File: config.mk
export PLATFORM = sky130hd
export DESIGN_NAME = mt_bus_manager
export DESIGN_NICKNAME = d
export VERILOG_FILES = /design/src/rtl/mt_pkg.sv /design/src/rtl/mt_bus_manager.sv
export SDC_FILE = /design/constraint.sdc
export NUM_CORES = 1
export LEC_CHECK = 0
export CAP_MARGIN = 30
export CORE_ASPECT_RATIO = 1.4
export CORE_MARGIN = 2
export CORE_UTILIZATION = 30
export DETAILED_ROUTE_END_ITERATION = 8
export PLACE_DENSITY = 0.61
export SLEW_MARGIN = 20
export SYNTH_ARGS = -nofsm -noshare
export SYNTH_HDL_FRONTEND = slang
export SYNTH_SLANG_ARGS = --single-unit
export TNS_END_PERCENT = 30
File: constraint.sdc
create_clock -name clk -period 4.8 [get_ports clk]
set_input_delay 0.72 -clock clk [delete_from_list [all_inputs] [get_ports clk]]
set_output_delay 0.72 -clock clk [all_outputs]
set_load 0.01 [all_outputs]
File: src/rtl/mt_pkg.sv
// mt_pkg: shared constants and state type for the Mersenne-Twister bus manager.
package mt_pkg;
  localparam logic [31:0] MT_RV_ADDR   = 32'h0;
  localparam logic [31:0] MT_SEED_ADDR = 32'h4;
  localparam int          MT_WORD_W    = 32;
  typedef enum logic [1:0] {IDLE, SEED, READ, OUT} mgr_state_t;
endpackage

File: src/rtl/mt_bus_manager.sv
// mt_bus_manager: bus initiator that seeds the MT peripheral and streams random words out on valid/ready.
module mt_bus_manager
  import mt_pkg::*;
#(
  parameter int COUNT_W = 16,
  parameter int ADDR_W  = 32,
  parameter int DATA_W  = 32
) (
  input  logic                clk,
  input  logic                n_rst,
  input  logic                seed_req,
  input  logic [DATA_W-1:0]   seed,
  output logic                seed_ack,
  input  logic                gen_start,
  input  logic [COUNT_W-1:0]  gen_count,
  output logic                busy,
  output logic                rv_valid,
  input  logic                rv_ready,
  output logic [DATA_W-1:0]   rv_data,
  output logic                done,
  output logic                err,
  output logic [ADDR_W-1:0]   bus_addr,
  output logic                bus_wen,
  output logic                bus_ren,
  output logic [DATA_W-1:0]   bus_wdata,
  output logic [DATA_W/8-1:0] bus_strobe,
  input  logic [DATA_W-1:0]   bus_rdata,
  input  logic                bus_error,
  input  logic                bus_request_stall
);
  mgr_state_t         state_q, state_d;
  logic [DATA_W-1:0]  seed_q, seed_d, rv_data_q, rv_data_d;
  logic [COUNT_W-1:0] rem_q, rem_d;
  logic               rv_valid_q, rv_valid_d, done_q, done_d, seed_ack_q, seed_ack_d, err_q, err_d;

  always_ff @(posedge clk or negedge n_rst) begin
    if (!n_rst) begin
      state_q    <= IDLE;
      seed_q     <= '0;
      rv_data_q  <= '0;
      rem_q      <= '0;
      rv_valid_q <= 1'b0;
      done_q     <= 1'b0;
      seed_ack_q <= 1'b0;
      err_q      <= 1'b0;
    end else begin
      state_q    <= state_d;
      seed_q     <= seed_d;
      rv_data_q  <= rv_data_d;
      rem_q      <= rem_d;
      rv_valid_q <= rv_valid_d;
      done_q     <= done_d;
      seed_ack_q <= seed_ack_d;
      err_q      <= err_d;
    end
  end

  always_comb begin
    state_d    = state_q;
    seed_d     = seed_q;
    rv_data_d  = rv_data_q;
    rem_d      = rem_q;
    rv_valid_d = rv_valid_q;
    done_d     = 1'b0;
    seed_ack_d = 1'b0;
    err_d      = err_q;
    case (state_q)
      IDLE: begin
        if (seed_req) begin
          seed_d  = seed;
          err_d   = 1'b0;
          state_d = SEED;
        end else if (gen_start) begin
          err_d   = 1'b0;
          rem_d   = gen_count;
          done_d  = (gen_count == '0);
          state_d = (gen_count == '0) ? IDLE : READ;
        end
      end
      SEED: begin
        if (!bus_request_stall) begin
          state_d    = IDLE;
          done_d     = 1'b1;
          seed_ack_d = !bus_error;
          err_d      = err_q | bus_error;
        end
      end
      READ: begin
        if (!bus_request_stall) begin
          if (bus_error) begin
            err_d   = 1'b1;
            done_d  = 1'b1;
            state_d = IDLE;
          end else begin
            rv_data_d  = bus_rdata;
            rv_valid_d = 1'b1;
            state_d    = OUT;
          end
        end
      end
      OUT: begin
        if (rv_ready) begin
          rv_valid_d = 1'b0;
          rem_d      = rem_q - 1'b1;
          done_d     = (rem_q == COUNT_W'(1));
          state_d    = (rem_q == COUNT_W'(1)) ? IDLE : READ;
        end
      end
      default: state_d = IDLE;
    endcase
  end

  // Bus side is a pure decode of registered state so no input reaches it combinationally.
  assign bus_wen    = (state_q == SEED);
  assign bus_ren    = (state_q == READ);
  assign bus_addr   = bus_wen ? ADDR_W'(MT_SEED_ADDR) : ADDR_W'(MT_RV_ADDR);
  assign bus_wdata  = bus_wen ? seed_q : '0;
  assign bus_strobe = (bus_wen || bus_ren) ? '1 : '0;
  assign busy       = (state_q != IDLE);
  assign rv_valid   = rv_valid_q;
  assign rv_data    = rv_data_q;
  assign done       = done_q;
  assign seed_ack   = seed_ack_q;
  assign err        = err_q;
endmodule
==> metrics.md, run 1 <==
| Metric | Value |
|---|---|
| Arrival time at the worst endpoint | `2.08 ns` |
| Max-Cap Viols | `0` |
| Switching power | `approximately 0.0013 W` |
| Post-synthesis sequential area ratio | `0.4899` |
| Mapped Area | `between 4000 and 5000 um^2` |
| Via count | `3479` |
| Die Ht | `147.2 um` |
| Area leader, netlist | `dfrtp_1` |
| RSZ-0062 raised after global routing | `false` |
| Post-CTS resize count | `0` |
| Clock transition at path regs | `~0.07 ns` |
| P&R area growth vs syn | `45.23%` |
| Initial antenna violation count | `0` |
| Die width | `between 100 and 150 um` |
| Grt ovf | `0` |
| Worst-Skew Late Latency | `0.34 ns` |
| CTS H-tree lvls | `3` |
| Worst R2R Path Depth | `6` |
| Fraction of layout cells with a size suffix above 1 | `0.1722` |
| Cells after Synth | `~390` |
| Crit. Startpoint | `state_q[1]` |
| Critical-path cell list | `inv_1 > ha_1 > buf_4 > and2_1 > clkdlybuf4s50_1` |
| Logic pwr share | `0.469` |
| Crit-path max cell delay | `about 0.54 ns` |
| Setup TNS | `0 ns` |
| Warnings from Yosys | `0` |
| Pins over their slew limit | `0` |
| Filler instances | `approximately 1400` |
| Power Density | `roughly 600 nW/um^2` |
| Post-route setup slack | `about 2.0 ns` |
| CTS Sinks | `86` |
| # setup viols final | `0` |
| Multi-input gate area | `approximately 2000 um^2` |
| Compound-Gate Fraction of Synth Area | `0.08602` |
| Placed cell count | `around 720` |
| Post-CTS setup buffer count | `0` |
| Crit start category | `flop` |
| Largest family of logic cells by synthesized area | `multiplexers` |
| DP HPWL | `~8.5 mm` |
| Placeable Area | `roughly 14000 um^2` |
| Hold-fix buffers, CTS | `0` |
| Final hold vios | `0` |
| Critical path depth in cells | `5` |
| CP max FO | `38` |
| Post-synthesis cell type count | `49` |
| Worst EP required | `between 4 and 5 ns` |
| Critical path class | `reg -> out` |
| Total CTS buffers | `9` |
| Vias in the first global route | `3674` |
| Post-synthesis simple-gate area fraction | `0.1501` |
| Area share of the largest cell type after synthesis | `0.4899` |
| Avg Synthesized Cell Area | `between 10 and 15 um^2` |
| Iteration-0 DRC Markers | `around 150` |
| Max Freq | `around 360 MHz` |
| Adder-Cell Fraction of Synth Area | `0.01994` |
| Setup WS pre-CTS | `a little over 2 ns` |
| Synth top area cells | `dfrtp_1, mux2_2, buf_4` |
| Largest net degree at the start of global routing | `55` |
| Max-slew headroom | `0.5079` |
| Worst r2r src | `state_q[0]` |
| WP buf/inv | `3` |
| Routed Antenna Nets | `0` |
| Die area | `15640 um^2` |
| Nets | `between 600 and 700` |
| Row Count | `52` |
| Post-synth EDFFs | `0` |
| Status | `finished clean` |
| Final design utilization | `0.4437` |
| Pleak | `roughly 2.6 nW` |
| Max clock buf depth | `2` |
| CTS tree | `built` |
| Root buf cell | `clkbuf_16` |
| Switching part of the total | `0.3380` |
| I/O Buffers | `roughly 160` |
| GPL Wtd Cong | `0.8661` |
| Drt total wl | `11.44 mm` |
| Fin crit share | `0.5828` |
| Antenna Diode Count | `0` |
| Clk pwr share | `0.193` |
| Critical path endpoint category | `output port` |
| Overall Global Routing Usage | `0.1507` |
| Worst reg2reg setup slack | `roughly 2.5 ns` |
| Mux cell area share after synthesis | `0.1641` |
| Fin crit period | `2.797 ns` |
| DR vias/cell | `approximately 4.7` |
| Top FF cell, synth | `dfrtp_1` |
| Register area | `roughly 2200 um^2` |
| Critical-path top delay cell | `clkdlybuf4s50_1` |
| P_int | `~0.0026 W` |
| Sequential power share | `0.338` |
| DRC violation count after routing | `0` |
| FF+latch count, synth | `86` |
| CP delay by family, top | `buffers and inverters` |
| Crit path capture | `bus_wdata[4]` |
| Hold Crit Class | `in -> async` |
| # IOs | `194` |
| Asr flop ratio synth | `1.000` |
| R2R Path End | `rem_q[12]` |
| Count leader, synth | `dfrtp_1` |
| Routed len/inst | `roughly 16 um` |
| Worst-margin pin slew | `about 0.73 ns` |
| Starting Density | `0.3055` |
| Drt pass-1 iters | `4` |
| VDD IR max | `about 0.00035 V` |
| Commonest cells in the netlist | `dfrtp_1, mux2_2, buf_4` |
| Setup Skew | `between 0.005 and 0.006 ns` |
| Synth Area in XOR/XNOR | `0` |
| Final Non-Filler Cells | `approximately 740` |
| First-pass GRT wire length | `around 18 mm` |
[power groups by stage]
stage               combinational (W)  sequential (W)  clock (W)
finish                        0.00185         0.00134   0.000761
global route                  0.00200         0.00139   0.000816
CTS                           0.00187         0.00134   0.000783
detailed placement            0.00186         0.00135          0
global placement              0.00184         0.00133          0
floorplan                     0.00101         0.00136          0
[flip-flops by register name, summed over array words and instances, names as in the netlist]
register	count
rv_data	32
seed_q	32
rem_q	16
state_q	2
done	1
err	1
rv_valid	1
seed_ack	1
[per-layer routing]
metal,track usage,share of wire,vias to the layer above
li1,-,-,1614
met4,0.06316,0.019,0
met2,0.2529,0.51,162
met5,0,0,-
met3,0.05013,0.083,14
met1,0.1754,0.39,1689
[worst min-delay path by stage]
stage                  to  cells after the start  slack, ns
5_1_grt        seed_q[11]                      1       0.35
3_5_place_dp     rv_valid                      2       0.48
6_report       seed_q[11]                      1       0.32
3_3_place_gp    seed_q[0]                      1       0.48
4_1_cts        seed_q[12]                      1       0.33
2_1_floorplan        done                      0       0.42
[placed cells by master, fill, tap and decap left out, types with 2 or more instances in the layout]
cell / synthesis / routed
or3_1: 3 / 3
o22ai_1: 5 / 5
o21ai_0: 7 / 7
dfrtp_1: 86 / 86
nor2b_1: 2 / 2
or4_1: 2 / 2
a2bb2oi_1: 4 / 4
conb_1: 1 / 31
nor2_1: 13 / 13
and2_1: 32 / 32
inv_6: 0 / 2
o311a_1: 2 / 2
o22a_1: 9 / 9
nor3b_1: 3 / 3
nor4_1: 7 / 7
inv_1: 10 / 10
o32a_1: 2 / 2
mux2_2: 64 / 64
buf_4: 37 / 7
bufinv_16: 0 / 2
clkdlybuf4s50_1: 0 / 161
clkinv_2: 0 / 2
a21oi_1: 14 / 14
o21a_1: 2 / 2
nand3_1: 5 / 5
nand4_1: 4 / 4
nor3_1: 9 / 9
clkbuf_16: 0 / 9
nand2b_1: 4 / 4
a311oi_1: 2 / 2
ha_1: 7 / 7
nand2_1: 14 / 14
[cell type report]
class / instances / area share
Multi-Input combinational cell: 266 / 0.3085
Timing Repair Buffer: 168 / 0.2608
Sequential cell: 86 / 0.3373
Tap cell: 189 / 0.03707
Clock inverter: 7 / 0.01510
Inverter: 10 / 0.005884
Clock buffer: 9 / 0.03530
[per-stage QoR]
stage / power [W] / hold slack (ns) / cell area [um^2]
CTS: 0.003991 / 0.3335 / 6372
detailed placement: 0.003208 / 0.4825 / 6051
floorplan: 0.002373 / 0.4244 / 4506
global placement: 0.003167 / 0.4800 / 6051
global route: 0.004208 / 0.3484 / 6380
finish: 0.003946 / 0.3168 / 6380
[kinds of logic after synthesis]
family,Yosys count
simple gates,110
flops,86
buf+inv,65
mux,64
compound gates,54
fa+ha+maj,7
other cells,1
Power figures use the tool's default switching activity.
==> run 2: changes to the inputs <==
Settings changed: PLACE_DENSITY 0.61 to 0.63.
Clock period 4.8 ns to 2.4 ns, I/O delays scaled along.
==> run 2 against run 1 <==
- critical path depth did not move
- largest power group unchanged
- clock power up 71%
- via count fell by 0.60%
==> metrics.md, run 2 (synthesis gave the netlist of run 1 again) <==
| Metric | Value |
|---|---|
| Largest net degree at the start of global routing | `40 (-27%)` |
| Starting Density | `0.3055 (unchanged)` |
| Critical path class | `reg -> out` |
| Status | `finished clean` |
| GRT met3 Usage | `0.05945 (+0.009317)` |
| Max clock buf depth | `2 (unchanged)` |
| DR vias/cell | `4.660 (-1.5%)` |
| P&R area growth vs syn | `46.85%` |
| # IOs | `194 (unchanged)` |
| CP max FO | `14 (-63%)` |
| DRC violation count after routing | `0 (unchanged)` |
| Post-CTS setup buffer count | `0 (unchanged)` |
| Hold Crit Class | `in -> async` |
| Routed len/inst | `15.77 um (+1.3%)` |
| DP HPWL | `8.670 mm (+2.2%)` |
| Worst-margin pin slew | `0.5380 ns (-0.1945 ns)` |
| Worst reg2reg setup slack | `0.28 ns (-2.20 ns)` |
| Placed cell count | `725 (+0.97%)` |
| Antenna Diode Count | `0 (unchanged)` |
| Drt pass-1 iters | `4 (unchanged)` |
| Commonest non-fill, non-tap cells in the layout | `clkdlybuf4s50_1, dfrtp_1, mux2_2` |
| VDD IR max | `0.0006380 V (+83%)` |
| # setup viols final | `0 (unchanged)` |
| Placeable Area | `14380 um^2 (unchanged)` |
| Grt ovf | `0 (unchanged)` |
| Pleak | `2.612 nW (+0.92%)` |
| Worst-Skew Late Latency | `0.34 ns (about the same)` |
| Die width | `106.3 um (unchanged)` |
| Total CTS buffers | `9 (unchanged)` |
| CTS H-tree lvls | `3 (unchanged)` |
| Fin crit period | `about 2.3 ns` |
| Critical path endpoint category | `output port` |
| Drt total wl | `11.70 mm (+2.3%)` |
| Busiest layer in global routing | `met2` |
| Setup Skew | `0.006292 ns (+0.001170 ns)` |
| I/O Buffers | `162 (unchanged)` |
| Global Route met1 Usage | `0.1743 (-0.001103)` |
| Power Density | `1217 nW/um^2 (+97%)` |
| Most common cell after layout, fill and taps aside | `clkdlybuf4s50_1` |
| Final Non-Filler Cells | `742 (+0.95%)` |
| GPL Wtd Cong | `0.8668 (about the same)` |
| Routed Antenna Nets | `0 (unchanged)` |
| Overall Global Routing Usage | `0.1509 (about the same)` |
| Arrival time at the worst endpoint | `1.96 ns (-0.12 ns)` |
| Iteration-0 DRC Markers | `124 (-18%)` |
| Initial antenna violation count | `0 (unchanged)` |
| First-pass GRT wire length | `18.42 mm (-0.44%)` |
| Max-Cap Viols | `0 (unchanged)` |
| Vias in the first global route | `3549 (-3.4%)` |
| CTS Sinks | `86 (unchanged)` |
| Met2 Usage GRT | `0.2548 (+0.001923)` |
| Die Ht | `147.2 um (unchanged)` |
| Via count | `3458 (-0.60%)` |
| Post-layout total power | `0.007851 W (+99%)` |
| CTS tree | `built` |
| Max Freq | `430.9 MHz` |
| Fraction of layout cells with a size suffix above 1 | `0.1863 (+0.01410)` |
| Clock transition at path regs | `0.07 ns (about the same)` |
| Crit start category | `flop` |
| Final hold vios | `0 (unchanged)` |
| Die area | `15640 um^2 (unchanged)` |
| Row Count | `52 (unchanged)` |
| Pins over their slew limit | `0 (unchanged)` |
| Worst EP required | `2.04 ns (-2.04 ns)` |
| Fin crit share | `0.9669` |
| Root buf cell | `clkbuf_16` |
| Max-slew headroom | `0.6413 (+0.1334)` |
| Nets | `642 (+1.1%)` |
| Hold-fix buffers, CTS | `0 (unchanged)` |
==> run 2: worst paths after layout <==
kind / startpoint / end / cells after the start
max in group asynchronous: n_rst / seed_q[20] / 2
worst max-delay path: state_q[1] / bus_wdata[1] / 5
worst min-delay path: n_rst / rem_q[2] / 1
worst max register to register: state_q[0] / err / 5
min in group clk: seed_q[4] / seed_q[4] / 1
worst min register to register: seed_q[4] / seed_q[4] / 1
==> run 2: per-layer routing <==
metal / up-vias / part of all wire
li1: 1625 / -
met1: 1668 / 0.38
met2: 151 / 0.50
met3: 14 / 0.096
met4: 0 / 0.018
met5: - / 0
==> run 2: critical path: stages, from the launching register on <==
cell and delay (ns):
dfrtp_2 0.44, inv_1 0.12, ha_4 0.19, buf_6 0.16
and2_1 0.16, clkdlybuf4s50_1 0.54
==> run 2: timing repair <==
item	in CTS	in global routing
hold endpoints to repair	0	0
gates resized for setup	0	6
endpoints found under the setup margin	0	24
==> run 2: through the flow <==
stage / util / instance area (um^2) / hold WS [ns] / setup TNS, ns / worst slack (ns)
finish: 0.4487 / 6451 / 0.0008474 / 0 / 0.07950
global route: 0.4487 / 6451 / 0.03065 / -0.02151 / -0.01497
CTS: 0.4452 / 6401 / 0.02098 / 0 / 0.001802
detailed placement: 0.4262 / 6128 / 0.3864 / 0 / 0.3447
global placement: 0.4262 / 6128 / 0.3818 / 0 / 0.3727
floorplan: - / 4506 / 0.06441 / 0 / 0.4332
==> run 2: final cells by class <==
type	instances	area, um^2
fillers	1398	7928
inverters	10	37.54
clock buffers	9	225.2
flip-flops and latches	86	2153
multi-input cells	266	1981
repair buffers	175	1770
clock inverters	7	47.55
well taps	189	236.5
==> run 2: report_power, final <==
group | leakage [nW] | switching (W) | total (W) | internal [W]
clock network | 0.132 | 0.000599 | 0.00130 | 0.000703
registers | 1.01 | 0.000495 | 0.00268 | 0.00219
logic | 1.47 | 0.00163 | 0.00387 | 0.00224
total | 2.61 | 0.00272 | 0.00785 | 0.00513
==> run 3: changes to the inputs <==
Settings changed: CELL_PAD_IN_SITES_DETAIL_PLACEMENT set to 0, CELL_PAD_IN_SITES_GLOBAL_PLACEMENT set to 1, CORE_UTILIZATION 30 to 29, PLACE_DENSITY 0.63 to 0.78.
==> run 3 against run 2 <==
- the run now ends with negative hold slack left
- clock power rose by 18%
- clock-buffer cell count is 1 higher
- wire length increased by 2.7%
==> metrics.md, run 3 (synthesis gave the netlist of run 1 again) <==
| Metric | Value |
|---|---|
| Max Freq | `433.5 MHz (+0.60%)` |
| VDD IR max | `0.0005681 V (-11%)` |
| CTS Sinks | `86 (unchanged)` |
| Worst EP required | `2.04 ns (about the same)` |
| Filler instances | `1452 (+3.9%)` |
| Hold-fix buffers, CTS | `0 (unchanged)` |
| Via count | `3469 (+0.32%)` |
| P_int | `0.005352 W (+4.3%)` |
| Critical path class | `reg -> out` |
| Root buf cell | `clkbuf_16` |
| Row Count | `53 (+1.9%)` |
| Overall Global Routing Usage | `0.1543 (+0.003407)` |
| Placeable Area | `14920 um^2 (+3.8%)` |
| Setup TNS | `0 ns (unchanged)` |
| Switching part of the total | `0.3366 (-0.009854)` |
| # IOs | `194 (unchanged)` |
| Logic pwr share | `0.475 (-0.018)` |
| Worst-margin pin slew | `0.5276 ns (-0.01045 ns)` |
| First-pass GRT wire length | `19.53 mm (+6.0%)` |
| Routed Antenna Nets | `0 (unchanged)` |
| Clock transition at path regs | `0.07 ns (about the same)` |
| CP max FO | `14 (unchanged)` |
| Routed len/inst | `16.13 um (+2.3%)` |
| Fraction of layout cells with a size suffix above 1 | `0.1863 (unchanged)` |
| Fin crit period | `2.307 ns (-0.01379 ns)` |
| Initial antenna violation count | `0 (unchanged)` |
| Die width | `108.0 um (+1.6%)` |
| RSZ-0062 raised after global routing | `false` |
| Commonest non-fill, non-tap cells in the layout | `clkdlybuf4s50_1, dfrtp_1, mux2_2` |
| Hold Crit Class | `in -> async` |
| CTS H-tree lvls | `3 (unchanged)` |
| GPL Wtd Cong | `0.8444 (-2.6%)` |
| Setup Skew | `0.007584 ns (+0.001292 ns)` |
| Antenna Diode Count | `0 (unchanged)` |
| Setup WS pre-CTS | `0.2609 ns (-0.08380 ns)` |
| DP HPWL | `9.224 mm (+6.4%)` |
| Max-Cap Viols | `0 (unchanged)` |
| I/O Buffers | `162 (unchanged)` |
| Max-slew headroom | `0.6450 (+0.003720)` |
| Clk pwr share | `0.191 (+0.025)` |
| Worst-Skew Late Latency | `0.33 ns (about the same)` |
| Max clock buf depth | `2 (unchanged)` |
| Arrival time at the worst endpoint | `1.95 ns (about the same)` |
| Drt total wl | `12.02 mm (+2.7%)` |
| Die Ht | `149.6 um (+1.7%)` |
| Fin crit share | `0.9611 (-0.005745)` |
| Switching power | `0.002716 W (-0.16%)` |
| Pins over their slew limit | `0 (unchanged)` |
| Nets | `642 (unchanged)` |
| Worst hold margin | `-0.006819 ns (-0.007667 ns)` |
| Drt pass-1 iters | `4 (unchanged)` |
| Critical path endpoint category | `output port` |
| Grt ovf | `0 (unchanged)` |
| DRC violation count after routing | `0 (unchanged)` |
| Post-route setup slack | `0.09329 ns (+0.01379 ns)` |
| Crit start category | `flop` |
| Failing checks | `negative hold slack` |
| Die area | `16160 um^2 (+3.3%)` |
| Largest net degree at the start of global routing | `36 (-10%)` |
| Final design utilization | `0.4362 (-0.01243)` |
| Status | `finished with violations` |
| Iteration-0 DRC Markers | `119 (-4.0%)` |
| CTS tree | `built` |
| Total CTS buffers | `9 (unchanged)` |
| Power Density | `1240 nW/um^2 (+1.9%)` |
| Vias in the first global route | `3819 (+7.6%)` |
| Starting Density | `0.2944 (-0.01109)` |
| Sequential power share | `0.334 (-0.007)` |
| Pleak | `2.674 nW (+2.4%)` |
| Most common cell after layout, fill and taps aside | `clkdlybuf4s50_1` |
| P&R area growth vs syn | `48.16%` |
| Final hold vios | `8 (+8)` |
| # setup viols final | `0 (unchanged)` |
| DR vias/cell | `4.656 (about the same)` |
## run 3: what timing repair did
item | CTS | global route
endpoints found under the setup margin | 0 | 31
buffers inserted | 0 | 0
resized for setup | 0 | 8
## run 3: metrics by stage
step	instance area [um^2]	power [W]	instances	hold WS, ns
2_1_floorplan	4506	0.004745	417	0.06441
3_3_place_gp	6152	0.006413	729	0.3522
3_5_place_dp	6152	0.006544	729	0.3677
4_1_cts	6484	0.008138	745	0.008120
5_1_grt	6509	0.008638	745	0.01420
6_report	6509	0.008068	745	-0.006819
## run 3: worst paths after layout
path,slack (ns),depth (start not counted),startpoint,endpoint
worst max-delay path,0.09,5,state_q[1],bus_wdata[4]
worst min register to register,0.50,1,seed_q[9],seed_q[9]
worst max register to register,0.30,6,state_q[0],state_q[1]
min in group clk,0.50,1,seed_q[9],seed_q[9]
worst min-delay path,-0.007,1,n_rst,done
max in group asynchronous,1.74,2,n_rst,state_q[1]
## run 3: final cells by class
type                       count  area [um^2]  share of cell area
multi-input combinational    266         1971              0.3028
clock inverter                 6        92.59             0.01423
clock buffer                  10        239.0             0.03672
inverter                      10        37.54            0.005767
timing repair buffer         175         1775              0.2728
sequential                    86         2153              0.3308
tap                          192        240.2             0.03691
## run 3: layer usage
metal | global-route usage | up-vias | wire (um)
li1 | - | 1620 | -
met4 | 0.04295 | 0 | 180
met2 | 0.2742 | 135 | 6375
met1 | 0.1759 | 1699 | 4515
met5 | 0 | - | 0
met3 | 0.05009 | 15 | 945
## run 3: worst max-delay path: stages, from the launching register on
cell and delay (ns):
dfrtp_2 0.44, inv_1 0.09, ha_2 0.22, buf_6 0.16
and2_1 0.15, clkdlybuf4s50_1 0.55
## run 3: power groups by stage
stage | Sequential, W | Combinational (W) | Clock, W
3_3_place_gp | 0.00265 | 0.00376 | 0
3_5_place_dp | 0.00271 | 0.00383 | 0
5_1_grt | 0.00281 | 0.00416 | 0.00166
6_report | 0.00269 | 0.00383 | 0.00154
2_1_floorplan | 0.00272 | 0.00203 | 0
4_1_cts | 0.00269 | 0.00386 | 0.00159
